## config.mk

```make
export PLATFORM = sky130hd
export DESIGN_NAME = digit_scan_seq
export DESIGN_NICKNAME = d
export VERILOG_FILES = /design/src/rtl/digit_scan_seq.sv
export SDC_FILE = /design/constraint.sdc
export NUM_CORES = 1
export LEC_CHECK = 0
export CORE_MARGIN = 3
export CORE_UTILIZATION = 35
export CTS_CLUSTER_SIZE = 25
export DETAILED_ROUTE_END_ITERATION = 12
export PLACE_DENSITY_LB_ADDON = 0.1
export SLEW_MARGIN = 20
export SYNTH_ARGS = -nofsm -noshare
export SYNTH_HDL_FRONTEND = slang
export SYNTH_SLANG_ARGS = --single-unit
```

## constraint.sdc

```tcl
create_clock -name CLK -period 1.3 [get_ports CLK]
set_input_delay 0.26 -clock CLK [delete_from_list [all_inputs] [get_ports CLK]]
set_output_delay 0.26 -clock CLK [all_outputs]
set_load 0.02 [all_outputs]
```

## src/rtl/digit_scan_seq.sv

```systemverilog
// Digit scan sequencer for a 4-digit multiplexed display.
// Walks a 2-bit address through the digits. Each digit gets a BLANK phase
// (decoder disabled) followed by a SHOW phase (decoder enabled if the digit is
// unmasked). TICK pulses on the first BLANK cycle after each address advance.
// The debug state output exposes the FSM encoding for external checkers.
module digit_scan_seq #(
  parameter int DIV       = 4,
  parameter int BLANK_CYC = 1
) (
  input  logic        CLK,
  input  logic        RESET_L,
  input  logic        EN,
  input  logic [3:0]  DIG_EN,
  input  logic [15:0] D,
  output logic        B,
  output logic        A,
  output logic        G_L,
  output logic [3:0]  NIB,
  output logic        TICK,
  output logic [1:0]  DBG_STATE
);

  // One shared phase counter, wide enough for the longer of the two phases.
  localparam int MAXC = (DIV > BLANK_CYC) ? DIV : BLANK_CYC;
  localparam int CW   = (MAXC > 1) ? $clog2(MAXC) : 1;
  localparam logic [CW-1:0] DIV_LAST   = CW'(DIV - 1);
  localparam logic [CW-1:0] BLANK_LAST = CW'(BLANK_CYC - 1);

  typedef enum logic [1:0] {
    S_IDLE  = 2'd0,
    S_BLANK = 2'd1,
    S_SHOW  = 2'd2
  } state_t;

  state_t         state, state_n;
  logic [CW-1:0]  cnt, cnt_n;
  logic [1:0]     addr, addr_n;
  logic           tick_q, tick_n;

  // State, counter, address and tick registers; reset acts immediately.
  always_ff @(posedge CLK or negedge RESET_L) begin
    if (!RESET_L) begin
      state  <= S_IDLE;
      cnt    <= '0;
      addr   <= 2'd0;
      tick_q <= 1'b0;
    end else begin
      state  <= state_n;
      cnt    <= cnt_n;
      addr   <= addr_n;
      tick_q <= tick_n;
    end
  end

  // Next-state logic. EN low wins over everything and parks the FSM in IDLE
  // with the address held, so a re-enable resumes on the same digit.
  always_comb begin
    state_n = state;
    cnt_n   = cnt;
    addr_n  = addr;
    tick_n  = 1'b0;
    if (!EN) begin
      state_n = S_IDLE;
      cnt_n   = '0;
    end else begin
      case (state)
        S_IDLE: begin
          state_n = S_BLANK;
          cnt_n   = '0;
        end
        S_BLANK: begin
          if (cnt == BLANK_LAST) begin
            state_n = S_SHOW;
            cnt_n   = '0;
          end else begin
            cnt_n = cnt + 1'b1;
          end
        end
        S_SHOW: begin
          if (cnt == DIV_LAST) begin
            // Address only moves here, so it is stable whenever G_L is low.
            state_n = S_BLANK;
            cnt_n   = '0;
            addr_n  = addr + 2'd1;
            tick_n  = 1'b1;
          end else begin
            cnt_n = cnt + 1'b1;
          end
        end
        default: begin
          state_n = S_IDLE;
          cnt_n   = '0;
        end
      endcase
    end
  end

  // Outputs: decoder enable and nibble derive from registered state/address.
  always_comb begin
    G_L       = ~((state == S_SHOW) & DIG_EN[addr]);
    NIB       = D[addr*4 +: 4];
    B         = addr[1];
    A         = addr[0];
    TICK      = tick_q;
    DBG_STATE = state;
  end

endmodule

```

* Word level (Yosys, flattened, before mapping)
Cells that the tools add are included. Widths: inputs -> output; s select.
Storage, ports and cells: register bits after elaboration 7, word-level logic and storage cells 32, output and inout bits 10
Cells by class: eq/ne operators 5, order comparisons 1, bitwise gates (word level) 2, reduce and logical (&&, ||, !) cells 4, add/sub/neg operators 2, muxes and demuxes 13, shift-type cells 1
Operators with widths (count):
- $shiftx 16x5->4 | 1
- $mux 2 | 6
- $ne 3x3->1 const B | 2
- $pmux 2 s3 | 1
- $add 2x1->2 const B | 2
- $eq 2x2->1 const B | 2
- $logic_not 2->1 | 2
- $mux 1 | 4
- $pmux 2 s2 | 1
- $lt 2x3->1 const B | 1
- $reduce_and 3->1 | 1
- $bmux 1 s2 | 1
- $eq 2x1->1 const B | 1
- $reduce_and 2->1 | 1
- $and 1x1->1 | 1
- $not 1->1 | 1

* Logic depth before layout (Yosys ltp)
Gate-level depths: netlist (run 1).
word-level depth 4, mapped depth 5, depth with buffers taken out 5

* Worst setup path before layout (run 1)
Ideal clock, no wire load.
kind register to output, start register addr[0], end output NIB[0], arrival 1.268 ns, setup slack -0.228 ns, stages on the path, launching flop included 3, cell sequence dfrtp_1 > buf_6 > mux4_1
On the way: longest elaborated chain between the ends 1
RTL lines:
- from (decl) | RTL line 37 | logic [1:0] addr, addr_n;
- from (signal assigned) | RTL line 50 | addr <= addr_n;
- $shiftx 16x5->4 | RTL line 101 | NIB = D[addr*4 +: 4];
- to (decl) | RTL line 18 | output logic [3:0] NIB,
No other way between the ends.

* Worst setup path in the final report (run 1)
start register addr[0], end output NIB[1]
Same word-level chain as after synthesis.

==> metrics, run 1 <==
CP max FO=4; Main synth FF type=dfrtp_1; DRC Markers=0; Die H=about 45 µm; yosys warns=0; CTS clock-pin slew for the worst setup and hold paths=about 50 ps; vias in the first global route=about 560; leakage=between 0.4 and 0.5 nW; Pre-Repair DR Iteration Count=2; setup violators final=5; Die ar.=between 2000 and 2500 µm²; number of post-CTS setup repair buffers=0; Seq cells post-synth=7; Clock Path Buffers=2; Area Growth Syn to Fin=94.37%; synthesized area per cell=12.11 µm²; Via density=roughly 5; CP startpoint kind=register; Fmax=a little under 600 MHz; Sink Count=7; Synth top area share=between 30% and 40%; min Tclk post-route=approximately 1700 ps; Die X=approximately 45 µm; layout cells sized above 1=a little under half; I/O Buffers=32; Num CTS Buffers=3; CTS tree=yes; EDFF count, synth=0; GRT overflow=0; routability cong.=about 0.75; All-Layer GR Usage=18.94%; clk_skew=0.5760 ps; pin count of the biggest net entering global routing=8; placed wire-length estimate=approximately 1.4 mm; final hold violation count=0; Area contributors post-synth=dfrtp_1, mux4_1, ha_1; Slew Viols, Final=0; fin nets=~120; Unique masters post-synth=19; Synth async-reset ratio=100.0%; insertion delay to the later sink of the worst-skew pair=250 ps; Post-Route WL=around 1.7 mm; Reg2Reg Setup Slack=about 30 ps; CTS H-tree lvls=1; Hold Buf Count CTS=0; critical path class=register to output port; Worst Path Required=approximately 1000 ps; worst-margin pin slew=331.5 ps; Routed WL per cell=15.63 µm; Mapped Nets=74; final worst slack=-402.9 ps; Root Buffer=clkbuf_4; final cell count without fillers=~110; failing checks=setup timing; DRT iter0 DRCs=2; max_cap viols=0; IO Count=33; Hold Crit Class=primary input to async pin; worst hold slack=between 200 and 300 ps; Worst VDD drop=roughly 0.64 mV; Post-Synthesis Cells=44; DRT antenna net count=0; Final Cycle Share=131.0%; Worst Path Arrival=about 1400 ps; Yosys top cell by area=dfrtp_1; antenna violations before repair=0; post-synthesis cell area=around 530 µm²; sequential area share after synthesis=between 30% and 40%; first-pass GRT wire length=between 2 and 3 mm; RSZ-0062 raised after global routing=yes; Post-synth top cells=dfrtp_1, ha_1, inv_1, mux4_1, nand2_1; Rel. slew slack=77.83%; Worst setup EP type=output port; vias=523; status=complete, but fails checks; core area=between 1000 and 1500 µm²; PwrDens=roughly 1100 nW/µm²; FP Rows=13; initial core utilization=roughly two fifths; Inserted Diodes=0; placed cells=103
==> where the power goes <==
| group | internal (mW) | switching (mW) | leakage, nW |
|---|---|---|---|
| clock | 0.113 | 0.0859 | 0.0177 |
| combinational | 0.336 | 0.293 | 0.377 |
| sequential | 0.250 | 0.0264 | 0.0929 |
| total | 0.699 | 0.406 | 0.487 |
==> critical path, cell delays in order (launching register included) <==
cell and delay, ps:
dfrtp_2 410, buf_6 120, mux4_2 500, buf_6 150
==> routing by layer <==
metal	share of wire [%]	wire length, µm	global-route usage, %
met1	36	606	20.35
met2	55	920	34.75
met3	7.0	117	4.781
met4	1.6	27	7.602
met5	0	0	0
==> logic make-up (layout without fill, tap and decap cells) <==
family	count (synthesis)	count (layout)	synth area share (%)
AND/OR/NAND/NOR	9	9	8.216
buffers and inverters	8	56	7.041
adder cells (fa/ha/maj)	7	7	16.43
flip-flops	7	7	32.86
multiplexers	6	6	25.82
AO/OA/AOI/OAI	5	5	6.338
XOR/XNOR	2	2	3.287
==> worst paths after layout <==
check / to / cells past startpoint / startpoint
hold reg to reg: cnt[0] / 2 / cnt[0]
setup / recovery: NIB[1] / 3 / addr[0]
min in group CLK: DBG_STATE[1] / 3 / EN
hold / removal: TICK / 1 / RESET_L
max in group asynchronous: DBG_STATE[0] / 1 / RESET_L
setup reg to reg: DBG_STATE[0] / 4 / DBG_STATE[0]
==> per-stage QoR <==
step	setup WS (ps)	cell area (µm²)	power [mW]	util (%)	TNS [ps]
2_1_floorplan	-145.7	530.5	0.5157	-	-509.4
3_3_place_gp	-756.4	959.7	0.8131	70.24	-3561
3_5_place_dp	-779.2	959.7	0.8248	70.24	-3746
4_1_cts	-423.4	998.5	1.052	73.08	-2021
5_1_grt	-459.9	1036	1.199	75.82	-2230
6_report	-402.9	1036	1.105	75.82	-1919
==> registers in the layout, summed over array words and instances, names as in the netlist <==
signal     cells
TICK           1
addr           2
cnt            2
DBG_STATE      2
==> layout by cell type, fill, tap and decap left out <==
cell | synthesis | routed
dfrtp_1 | 7 | 5
inv_2 | 0 | 1
or3_1 | 1 | 1
xnor2_1 | 1 | 1
mux4_2 | 1 | 5
xor2_1 | 1 | 1
o21ai_2 | 0 | 1
buf_6 | 1 | 9
and3_1 | 2 | 1
dlygate4sd2_1 | 0 | 1
and3_4 | 0 | 1
a21oi_1 | 1 | 1
ha_1 | 7 | 5
dfrtp_2 | 0 | 2
inv_4 | 0 | 1
clkdlybuf4s50_1 | 0 | 22
inv_1 | 6 | 4
o2111a_1 | 1 | 1
buf_2 | 0 | 3
o21ai_1 | 0 | 1
mux2i_1 | 1 | 1
nand2_2 | 0 | 2
clkinv_2 | 0 | 1
buf_4 | 0 | 11
nor2_1 | 1 | 1
nand2_1 | 4 | 1
ha_4 | 0 | 2
nand2_4 | 0 | 1
clkbuf_4 | 0 | 3
nand2b_4 | 0 | 1
a211oi_1 | 1 | 1
==> repair_timing <==
action | 4_1_cts | 5_1_grt
endpoints found under the setup margin | 14 | 10
gates resized for setup | 54 | 11
pin swaps | 2 | 2
==> area by class of cell <==
cell class / instances / area (µm²)
Multi-Input combinational cell: 29 / 359.1
Tap cell: 15 / 18.77
Sequential cell: 7 / 177.7
Fill cell: 102 / 330.3
Inverter: 6 / 25.02
Clock buffer: 3 / 22.52
Clock inverter: 1 / 5.005
Timing Repair Buffer: 46 / 427.9
(Power assumes the default switching activity.)
==> run 2, diff against run 1 <==
Settings changed: CTS_BUF_LIST from default to sky130_fd_sc_hd__clkbuf_4 sky130_fd_sc_hd__clkbuf_8 sky130_fd_sc_hd__clkbuf_16.
==> results of run 2 <==
The final DEF is identical to that of run 1; final timing and power are the same.
